--- config.mk ---
export PLATFORM = sky130hd
export DESIGN_NAME = bean_scheduler
export DESIGN_NICKNAME = d
export VERILOG_FILES = /design/src/rtl/bean_pkg.sv /design/src/rtl/bean_lfsr16.sv /design/src/rtl/bean_scheduler.sv
export SDC_FILE = /design/constraint.sdc
export NUM_CORES = 1
export LEC_CHECK = 0
export CAP_MARGIN = 0
export CORE_MARGIN = 4
export CORE_UTILIZATION = 60
export DETAILED_ROUTE_END_ITERATION = 8
export PLACE_DENSITY = 0.84
export SKIP_LAST_GASP = 1
export SYNTH_ARGS = -nofsm -noshare
export SYNTH_HDL_FRONTEND = slang
export SYNTH_SLANG_ARGS = --single-unit
--- constraint.sdc ---
create_clock -name clk -period 16.7 [get_ports clk]
set_clock_uncertainty 0.2 [all_clocks]
set_input_delay 2.505 -clock clk [delete_from_list [all_inputs] [get_ports clk]]
set_output_delay 2.505 -clock clk [all_outputs]
set_load 0.005 [all_outputs]
--- src/rtl/bean_pkg.sv ---
// Shared types and constants for the bean obstacle sequencer.
package bean_pkg;

  localparam int N_BEANS = 3;
  localparam int X_W     = 10;

  localparam logic BEAN_FLOOR  = 1'b0;
  localparam logic BEAN_FLYING = 1'b1;

  // Fibonacci taps 16,14,13,11 expressed as state bits 15,13,12,10.
  localparam logic [15:0] LFSR_TAPS = 16'hB400;

  typedef enum logic [1:0] {
    IDLE,
    RUN,
    HIT
  } state_t;

  function automatic logic [15:0] lfsr_next(input logic [15:0] s);
    return {s[14:0], ^(s & LFSR_TAPS)};
  endfunction

endpackage

--- src/rtl/bean_lfsr16.sv ---
// Free-running 16-bit Fibonacci LFSR; advances every cycle out of reset.
module bean_lfsr16
  import bean_pkg::*;
#(
  parameter logic [15:0] SEED = 16'hACE1
) (
  input  logic        clk,
  input  logic        reset_n,
  output logic [15:0] state
);

  // NOTE: state registers use non-blocking assignment so every flop samples pre-edge values.
  always_ff @(posedge clk or negedge reset_n) begin
    if (!reset_n) state <= SEED;
    else          state <= lfsr_next(state);
  end

endmodule

--- src/rtl/bean_scheduler.sv ---
// Three-slot bean sequencer: scrolls slots on tick, spawns with a minimum gap,
// freezes on hit and clears on restart. All outputs are registers.
module bean_scheduler
  import bean_pkg::*;
#(
  parameter int          SHIFT      = 5,
  parameter int          MIN_GAP    = 200,
  parameter int          SCREEN_W   = 640,
  parameter int          SPAWN_BASE = 640,
  parameter logic [15:0] LFSR_SEED  = 16'hACE1
) (
  input  logic                     clk,
  input  logic                     reset_n,
  input  logic                     tick,
  input  logic                     start,
  input  logic                     hit,
  input  logic                     restart,
  output logic [N_BEANS*X_W-1:0]   bean_x,
  output logic [N_BEANS-1:0]       bean_type,
  output logic [N_BEANS-1:0]       bean_active,
  output logic                     frozen,
  output logic [15:0]              dodged_count
);

  typedef logic [X_W-1:0] x_t;

  localparam x_t                 SHIFT_X    = x_t'(SHIFT);
  localparam x_t                 SPAWN_X    = x_t'(SPAWN_BASE);
  localparam logic signed [10:0] RIGHT_EDGE = 11'(SCREEN_W - 1);
  localparam logic signed [10:0] GAP_LIMIT  = 11'(MIN_GAP);

  state_t                  state, state_n;
  logic [15:0]             lfsr;
  x_t   [N_BEANS-1:0]      x_q, x_n;
  logic [N_BEANS-1:0]      type_n, active_n;
  logic [15:0]             dodged_n;
  logic                    step;
  logic                    unused_lfsr_bits;

  bean_lfsr16 #(.SEED(LFSR_SEED)) u_lfsr (
    .clk     (clk),
    .reset_n (reset_n),
    .state   (lfsr)
  );

  // Only the low byte feeds spawn position and type.
  assign unused_lfsr_bits = ^lfsr[15:8];

  // NOTE: every always_comb output gets a default first so no path infers a latch.
  always_comb begin
    state_n = state;
    case (state)
      IDLE:    if (start) state_n = RUN;
      RUN:     if (hit)   state_n = HIT;
      HIT:     state_n = HIT;
      default: state_n = IDLE;
    endcase
    if (restart) state_n = IDLE;
  end

  // A hit in the same cycle as a tick discards the tick.
  assign step = (state == RUN) && tick && !hit && !restart;

  always_comb begin
    logic [1:0]         expired;
    x_t                 furthest;
    logic signed [10:0] gap;
    logic               spawn_ok;
    logic               spawned;
    logic [16:0]        sum;

    x_n      = x_q;
    type_n   = bean_type;
    active_n = bean_active;
    dodged_n = dodged_count;
    expired  = '0;
    furthest = '0;
    gap      = '0;
    spawn_ok = 1'b0;
    spawned  = 1'b0;
    sum      = '0;

    if (restart) begin
      x_n      = '0;
      type_n   = {N_BEANS{BEAN_FLOOR}};
      active_n = '0;
      dodged_n = '0;
    end else if (step) begin
      for (int i = 0; i < N_BEANS; i++) begin
        if (bean_active[i]) begin
          if (x_q[i] > SHIFT_X) begin
            x_n[i] = x_q[i] - SHIFT_X;
          end else begin
            x_n[i]      = '0;
            active_n[i] = 1'b0;
            expired     = expired + 2'd1;
          end
        end
      end

      for (int i = 0; i < N_BEANS; i++)
        if (active_n[i] && (x_n[i] > furthest)) furthest = x_n[i];

      // Signed so a bean still beyond the right edge yields a negative gap.
      gap      = RIGHT_EDGE - $signed({1'b0, furthest});
      spawn_ok = (active_n == '0) || (gap >= GAP_LIMIT);

      for (int i = 0; i < N_BEANS; i++) begin
        if (spawn_ok && !spawned && !active_n[i]) begin
          x_n[i]      = SPAWN_X + x_t'(lfsr[6:0]);
          type_n[i]   = lfsr[7];
          active_n[i] = 1'b1;
          spawned     = 1'b1;
        end
      end

      sum      = {1'b0, dodged_count} + {15'd0, expired};
      dodged_n = sum[16] ? 16'hFFFF : sum[15:0];
    end
  end

  always_ff @(posedge clk or negedge reset_n) begin
    if (!reset_n) begin
      state        <= IDLE;
      x_q          <= '0;
      bean_type    <= '0;
      bean_active  <= '0;
      frozen       <= 1'b0;
      dodged_count <= '0;
    end else begin
      state        <= state_n;
      x_q          <= x_n;
      bean_type    <= type_n;
      bean_active  <= active_n;
      frozen       <= (state_n == HIT);
      dodged_count <= dodged_n;
    end
  end

  assign bean_x = x_q;

endmodule

Yosys cells after proc, flatten, opt, wreduce, memory -nomap -nowiden --
Index checks and enable logic that the tools add are counted.
Cells by class: $add $sub $neg 8, multipliers 0, div/mod/pow operators 0, order comparisons 7, eq/ne operators 3, shift operators 0, multiplexer cells 73, bitwise logic cells 0, reduce and logical (&&, ||, !) cells 29
Operator list (count):
- $mux W10 | 24
- $mux W30 | 2
- $mux W16 | 3
- $gt A10 B3 Y1 const B | 3
- $sub A10 B3 Y10 const B | 3
- $mux W1 | 26
- $mux W2 | 13
- $gt A10 B10 Y1 | 2
- $add A16 B2 Y17 | 1
- $reduce_xor A16 Y1 | 1
- $mux W3 | 4
- $ge A11 B9 Y1 const B | 1
- $logic_and A1 B1 Y1 | 11
- $sub A10 B10 Y11 const A | 1
- $add A10 B7 Y10 const A | 1
- $gt A10 B1 Y1 const B | 1
- $reduce_bool A2 Y1 | 4
- $logic_not A1 Y1 | 7
- $pmux W2 S3 | 1
- $reduce_and A2 Y1 | 3
- $add A2 B1 Y2 const B | 2
- $eq A2 B2 Y1 const B | 2
- $logic_not A3 Y1 | 1
- $eq A2 B1 Y1 const B | 1
- other kinds (2) | 2
Word-level totals: bits in registers 71, bits in latches 0, bits in writable memories 0, memory bits (read-only) 0, input bits 6, output and inout port bits 53, logic and storage cells 131, memories kept 0

Logic depth before layout (Yosys ltp) --
depth after elaboration 40, depth in mapped cells 31, depth with buffers taken out 29

Cells and area by module --
Synthesis repeated with hierarchy kept, for this count alone.
Second synthesis, totals: cell total of the unflattened synthesis 637, area, all modules 5417.7 µm²
Modules (own cells, without submodules):
- bean_scheduler | instances 1, cells each 618, area each 4981.0 µm², sequential area each 1376.3 µm²
- bean_lfsr16 | instances 1, cells each 19, area each 436.7 µm², sequential area each 410.4 µm²

Least setup slack after synthesis --
Ideal clock, no wire load.
path kind reg2reg, start register x_q, in the netlist bean_x[10], end register x_q, in the netlist bean_x[2], setup time 0.082 ns, arrival 6.342 ns, required time 16.418 ns, slack 10.076 ns, cell stages (with the launch flop) 27, buffers on the path 2, period minus slack after synthesis 6.624 ns, cell sequence dfrtp_1 inv_1 ha_1 or3b_4 and4_1 o31ai_1 ha_1 a211oi_1 nor2_1 a2111oi_2 or2_1 clkbuf_1 mux2i_1 ha_1 a21oi_1 a211oi_1 nor3_1 a21o_1 o21ai_0 ha_1 nor2b_1 a31o_1 a211o_1 o221a_1 buf_6 or3_1 a31oi_1
On the way: cells in the longest elaborated chain, start to end 22, elaborated cells between the ends (all ways) 28, classes of those cells add/sub (2); order compare (4); mux (17); reduce/logical (5)
RTL lines:
- start, declared | RTL line bean_scheduler.sv:34 | x_t [N_BEANS-1:0] x_q, x_n;
- start signal, assigned | RTL line bean_scheduler.sv:132 | x_q <= x_n;
- $sub A10 B3 Y10 or $gt A10 B3 Y1 (tied branches) | RTL line bean_scheduler.sv:92, bean_scheduler.sv:91
- $mux W10 | RTL line bean_scheduler.sv:91 | if (x_q[i] > SHIFT_X) begin
- $mux W10 | RTL line bean_scheduler.sv:90 | if (bean_active[i]) begin
- $mux W10 | RTL line bean_scheduler.sv:88 | end else if (step) begin
- $mux W10 | RTL line bean_scheduler.sv:83 | if (restart) begin
- $gt A10 B10 Y1 | RTL line bean_scheduler.sv:102 | if (active_n[i] && (x_n[i] > furthest)) furthest = x_n[i];
- $logic_and A1 B1 Y1 | RTL line bean_scheduler.sv:102
- $mux W10 | RTL line bean_scheduler.sv:102
- [... 6 more ...]
- $mux W10 | RTL line bean_scheduler.sv:83
- $sub A10 B10 Y11 | RTL line bean_scheduler.sv:105 | gap = RIGHT_EDGE - $signed({1'b0, furthest});
- $ge A11 B9 Y1 | RTL line bean_scheduler.sv:106 | spawn_ok = (active_n == '0) || (gap >= GAP_LIMIT);
- $logic_or A1 B1 Y1 * | RTL line bean_scheduler.sv:106
- $logic_and A1 B1 Y1 * | RTL line bean_scheduler.sv:109 | if (spawn_ok && !spawned && !active_n[i]) begin
- $mux W10 * | RTL line bean_scheduler.sv:109
- $mux W30 * | RTL line bean_scheduler.sv:88
- $mux W30 * | RTL line bean_scheduler.sv:83
Mark *: on every way between the ends. The rest lies on a longest branch, timed or not. The select of a mux whose other input is x is not followed. A chain may end at the register's enable or synchronous reset.

Worst setup path in the final report --
start register x_q, in the netlist bean_x[10], end register x_q, in the netlist bean_x[23]
On the way: cells in the longest elaborated chain, start to end 34, elaborated cells between the ends (all ways) 41, classes of those cells add/sub (2); order compare (4); mux (23); reduce/logical (12)
RTL lines (RTL line):
- $sub A10 B3 Y10 or $gt A10 B3 Y1 (tied branches) | bean_scheduler.sv:92, bean_scheduler.sv:91
- $mux W10 | bean_scheduler.sv:91
- $mux W10 | bean_scheduler.sv:90
- $mux W10 | bean_scheduler.sv:88
- $mux W10 | bean_scheduler.sv:83
- $gt A10 B10 Y1 | bean_scheduler.sv:102
- $logic_and A1 B1 Y1 | bean_scheduler.sv:102
- $mux W10 | bean_scheduler.sv:102
- [... 17 more ...]
- $mux W1 | bean_scheduler.sv:109
- $mux W1 | bean_scheduler.sv:88
- $mux W1 | bean_scheduler.sv:83
- $logic_not A1 Y1 | bean_scheduler.sv:109
- $logic_and A1 B1 Y1 * (2 in a row) | bean_scheduler.sv:109
- $mux W10 * | bean_scheduler.sv:109
- $mux W30 * | bean_scheduler.sv:88
- $mux W30 * | bean_scheduler.sv:83
Marks and branches as above.

==> metrics.csv <==
metric,value,unit
Post-Synthesis Cells,618,
area occupied by multi-input gates,0.00320,sq mm
antenna violations before repair,1,
Initial Util,62.7,%
Setup Viol. Count Final,0,
reported max-cap violation count,0,
worst hold start,u_lfsr.state[8],
drt wl/cell,20.3,um
sequential area share after synthesis,34.2,%
sequential cell area,0.00179,sq mm
"leading cell type in the layout, fill and taps excluded",sky130_fd_sc_hd__o21ai_0,
status,completed,
Clock transition at path regs,0.09,ns
Iter 0 DRT Violations,380,
power share of the sequential group,48.5,%
transition time at the pin with the least slew margin,1.03,ns
clock tree from TritonCTS,done,
# IOs,59,
via total after detailed routing,5086,
highest-count cells in the layout ignoring fill and taps,"sky130_fd_sc_hd__o21ai_0, sky130_fd_sc_hd__dfrtp_1, sky130_fd_sc_hd__clkdlybuf4s50_1",
internal power,252,uW
Switching Fraction,31.6,%
logic gate share of total power,13.6,%
"antenna viol nets, final",0,
total routed wirelength,15.6,mm
Max-slew headroom,31.0,%
via count of the first global-routing pass,4860,
DR DRC count,0,
cts-stage hold buffer count,0,
Hold Path Stages,0,
CP Class,reg -> reg,
filler cell count,655,
highest fanout seen on the critical path,12,
total number of placement rows,33,
# Post-CTS Setup Buffers,0,
final worst path period need,7.74,ns
Core Box Area,0.00834,sq mm
Arrival @ worst endpoint,7.80,ns
proportion of layout cells with a drive suffix above 1,7.53,%
startpoint class of the critical path,register,
count of clock tree sinks,71,
Post-synth EDFFs,0,
total of flip-flops plus latches after synthesis,71,
share of power burned in the clock network,37.9,%
combined area of all synthesized cells,0.00523,sq mm
cell leakage power,2.49,nW
class of the tightest hold or removal check,reg -> reg,
Synthesized Nets,656,
"Top FF cell, synth",sky130_fd_sc_hd__dfrtp_1,
Final Hold Vio Count,0,
CTS H-Tree Depth,3,
worst endpoint required time,16.76,ns
worst reg2reg path depth,24,
fraction of registers with async set/reset,100,%
worst reg2reg path startpoint,bean_x[10],
crit path cell chain,"inv_1, ha_1, or3b_4, a41o_4, o31ai_1, ha_1, nand4_1, a211oi_1, a2111oi_2, or2_1, mux2i_1, ha_1, nand4_1, a211oi_1, nor3_1, a21o_1, o21ai_0, ha_1, nor2b_1, a31o_1, a21o_1, o211ai_1, o21ai_0, a311oi_1",
DIE WIDTH,101,um
count of buffer and inverter cells on the critical path,1,
Layout Nets,697,
CTS resizes,0,
detailed placer's ending HPWL,11.0,mm
net switching power,116,uW
post-synthesis average cell area,8.46,sq um
kind of capture point of the worst setup path,register,
overall die area,0.0103,sq mm
number of library cell types mapped by synthesis,70,
routability cong.,1.02,
Slew Limit Fails,0,
Final period util,46.3,%
overall track demand over capacity in global routing,31.1,%
final sum of negative setup slack,0,ns
first-pass GRT wire length,25.0,mm
cell family with most CP delay,compound AO/OA/AOI/OAI gates,
later-pin clock latency in the skew report,0.36,ns
root buffer cell,sky130_fd_sc_hd__clkbuf_8,
synthesis-to-layout area growth,15.5,%
Worst R2R Setup Slack,8.96,ns
Pwr Total,369,uW
largest net degree at the start of global routing,72,
worst vdd rail ir drop,50.8,uV
most repeated library cell on the critical path,sky130_fd_sc_hd__ha_1,
number of buffers added on ports,58,
delay of the slowest cell on the worst path,0.69,ns
number of warning messages in the yosys log,0,
first-pass iteration count of the detailed router,5,
total congestion overflow,0,
highest attainable clock frequency,129,MHz
endpoint of the worst-slack reg-to-reg timing path,bean_x[23],
setup repair after global routing missed its margin,no,
diode insertion count for antenna repair,0,
Die Height,101,um
vias per cell,6.61,
worst-case clock buffer depth,2,
"Max stage delay cell, worst path",sky130_fd_sc_hd__o31ai_1,
P per Cell Area,61.1,mW/mm^2
total clock buffers created by CTS,9,
Hold Crit Endpoint,u_lfsr.state[9],
[metal layers]
metal  vias up  track usage [%]  part of all wire (%)
met4         2             13.4                   3.5
li1       2387                -                     -
met2       250             48.8                    47
met5         -                0                  0.12
met1      2400             42.5                    42
met3        47             5.23                   7.6
[flip-flops by register name, indices dropped and copies added, names as in the netlist]
name / count
bean_type: 3
u_lfsr.state: 16
state: 2
dodged_count: 16
bean_active: 3
frozen: 1
bean_x: 30
[kinds of logic (layout without fill, tap and decap cells)]
group / Yosys count / in the layout / synth area share [%]
XOR/XNOR: 17 / 17 / 2.85
buffers and inverters: 63 / 109 / 4.69
flip-flops: 71 / 71 / 34.2
AO/OA/AOI/OAI: 207 / 207 / 26.4
multiplexers: 18 / 18 / 3.49
adder cells (fa/ha/maj): 32 / 32 / 7.80
AND/OR/NAND/NOR: 210 / 210 / 20.6
[synth_stat cells, types with 3 or more instances]
library cell / count / area share (%)
sky130_fd_sc_hd__nand2b_1: 9 / 1.1
sky130_fd_sc_hd__o31a_1: 4 / 0.67
sky130_fd_sc_hd__a2111o_1: 3 / 0.65
sky130_fd_sc_hd__nand3_1: 26 / 2.5
sky130_fd_sc_hd__xor2_1: 4 / 0.67
sky130_fd_sc_hd__a21oi_1: 46 / 4.4
sky130_fd_sc_hd__a211oi_1: 10 / 1.4
sky130_fd_sc_hd__a31oi_1: 17 / 2.0
sky130_fd_sc_hd__ha_1: 31 / 7.4
sky130_fd_sc_hd__o21ai_0: 64 / 6.1
sky130_fd_sc_hd__o31ai_1: 11 / 1.6
sky130_fd_sc_hd__inv_1: 30 / 2.2
sky130_fd_sc_hd__nor4_1: 6 / 0.72
sky130_fd_sc_hd__mux2i_1: 16 / 3.1
sky130_fd_sc_hd__clkbuf_1: 30 / 2.2
sky130_fd_sc_hd__nand2_1: 50 / 3.6
sky130_fd_sc_hd__o211ai_1: 8 / 1.1
sky130_fd_sc_hd__o22ai_1: 5 / 0.60
sky130_fd_sc_hd__o21a_1: 5 / 0.72
sky130_fd_sc_hd__and3_1: 7 / 0.84
sky130_fd_sc_hd__nor3_1: 20 / 1.9
sky130_fd_sc_hd__o311ai_0: 3 / 0.50
sky130_fd_sc_hd__nor2_1: 42 / 3.0
sky130_fd_sc_hd__dfrtp_1: 63 / 30
sky130_fd_sc_hd__nor2b_1: 8 / 0.96
sky130_fd_sc_hd__xnor2_1: 13 / 2.2
sky130_fd_sc_hd__and4_1: 6 / 1.0
sky130_fd_sc_hd__or3_1: 11 / 1.3
sky130_fd_sc_hd__nand4_1: 11 / 1.3
sky130_fd_sc_hd__dfstp_2: 8 / 4.0
[power by group through the flow]
stage                     Clock (mW)  Combinational [mW]  Sequential (mW)
after global placement             0              0.0486            0.182
final                          0.140              0.0503            0.179
after CTS                      0.141              0.0498            0.179
after floorplan                    0              0.0325            0.180
after detailed placement           0              0.0493            0.182
after global routing           0.148              0.0553            0.179
[worst max-delay path by stage]
stage               start          to  slack (ns)  depth (start not counted)
2_1_floorplan  bean_x[10]   bean_x[2]       10.08                         26
3_5_place_dp   bean_x[10]  bean_x[23]        9.33                         24
6_report       bean_x[10]  bean_x[23]        8.96                         24
3_3_place_gp   bean_x[10]  bean_x[23]        9.65                         24
4_1_cts        bean_x[10]  bean_x[23]        9.20                         24
5_1_grt        bean_x[10]  bean_x[23]        8.53                         24
[worst register-to-register path, stage by stage (launching register included)]
cell and delay (ns):
sky130_fd_sc_hd__dfrtp_1 0.48, sky130_fd_sc_hd__inv_1 0.07, sky130_fd_sc_hd__ha_1 0.24, sky130_fd_sc_hd__or3b_4 0.44, sky130_fd_sc_hd__a41o_4 0.30, sky130_fd_sc_hd__o31ai_1 0.69, sky130_fd_sc_hd__ha_1 0.36, sky130_fd_sc_hd__nand4_1 0.12
sky130_fd_sc_hd__a211oi_1 0.07, sky130_fd_sc_hd__a2111oi_2 0.54, sky130_fd_sc_hd__or2_1 0.45, sky130_fd_sc_hd__mux2i_1 0.41, sky130_fd_sc_hd__ha_1 0.31, sky130_fd_sc_hd__nand4_1 0.12, sky130_fd_sc_hd__a211oi_1 0.08, sky130_fd_sc_hd__nor3_1 0.25
sky130_fd_sc_hd__a21o_1 0.32, sky130_fd_sc_hd__o21ai_0 0.18, sky130_fd_sc_hd__ha_1 0.24, sky130_fd_sc_hd__nor2b_1 0.13, sky130_fd_sc_hd__a31o_1 0.25, sky130_fd_sc_hd__a21o_1 0.19, sky130_fd_sc_hd__o211ai_1 0.70, sky130_fd_sc_hd__o21ai_0 0.20
sky130_fd_sc_hd__a311oi_1 0.31
[cell type report]
cell class              count  share of cell area, %
flip-flops and latches     71                   29.6
repair buffers             63                   10.2
well taps                 105                   2.18
clock buffers               9                   2.05
clock inverters             7                   1.22
multi-input cells         484                   53.0
inverters                  30                   1.86
[metrics by stage]
stage / setup slack (ns) / cell area, sq um / std cells / util, % / hold WS, ns
final: 8.96 / 6040 / 769 / 72.4 / 0.166
after detailed placement: 9.33 / 5840 / 753 / 70.0 / 0.138
after floorplan: 10.08 / 5230 / 618 / - / 0.131
after global routing: 8.53 / 6040 / 769 / 72.4 / 0.192
after CTS: 9.20 / 6040 / 769 / 72.4 / 0.170
after global placement: 9.65 / 5840 / 753 / 70.0 / 0.139
(Power assumes the default switching activity.)
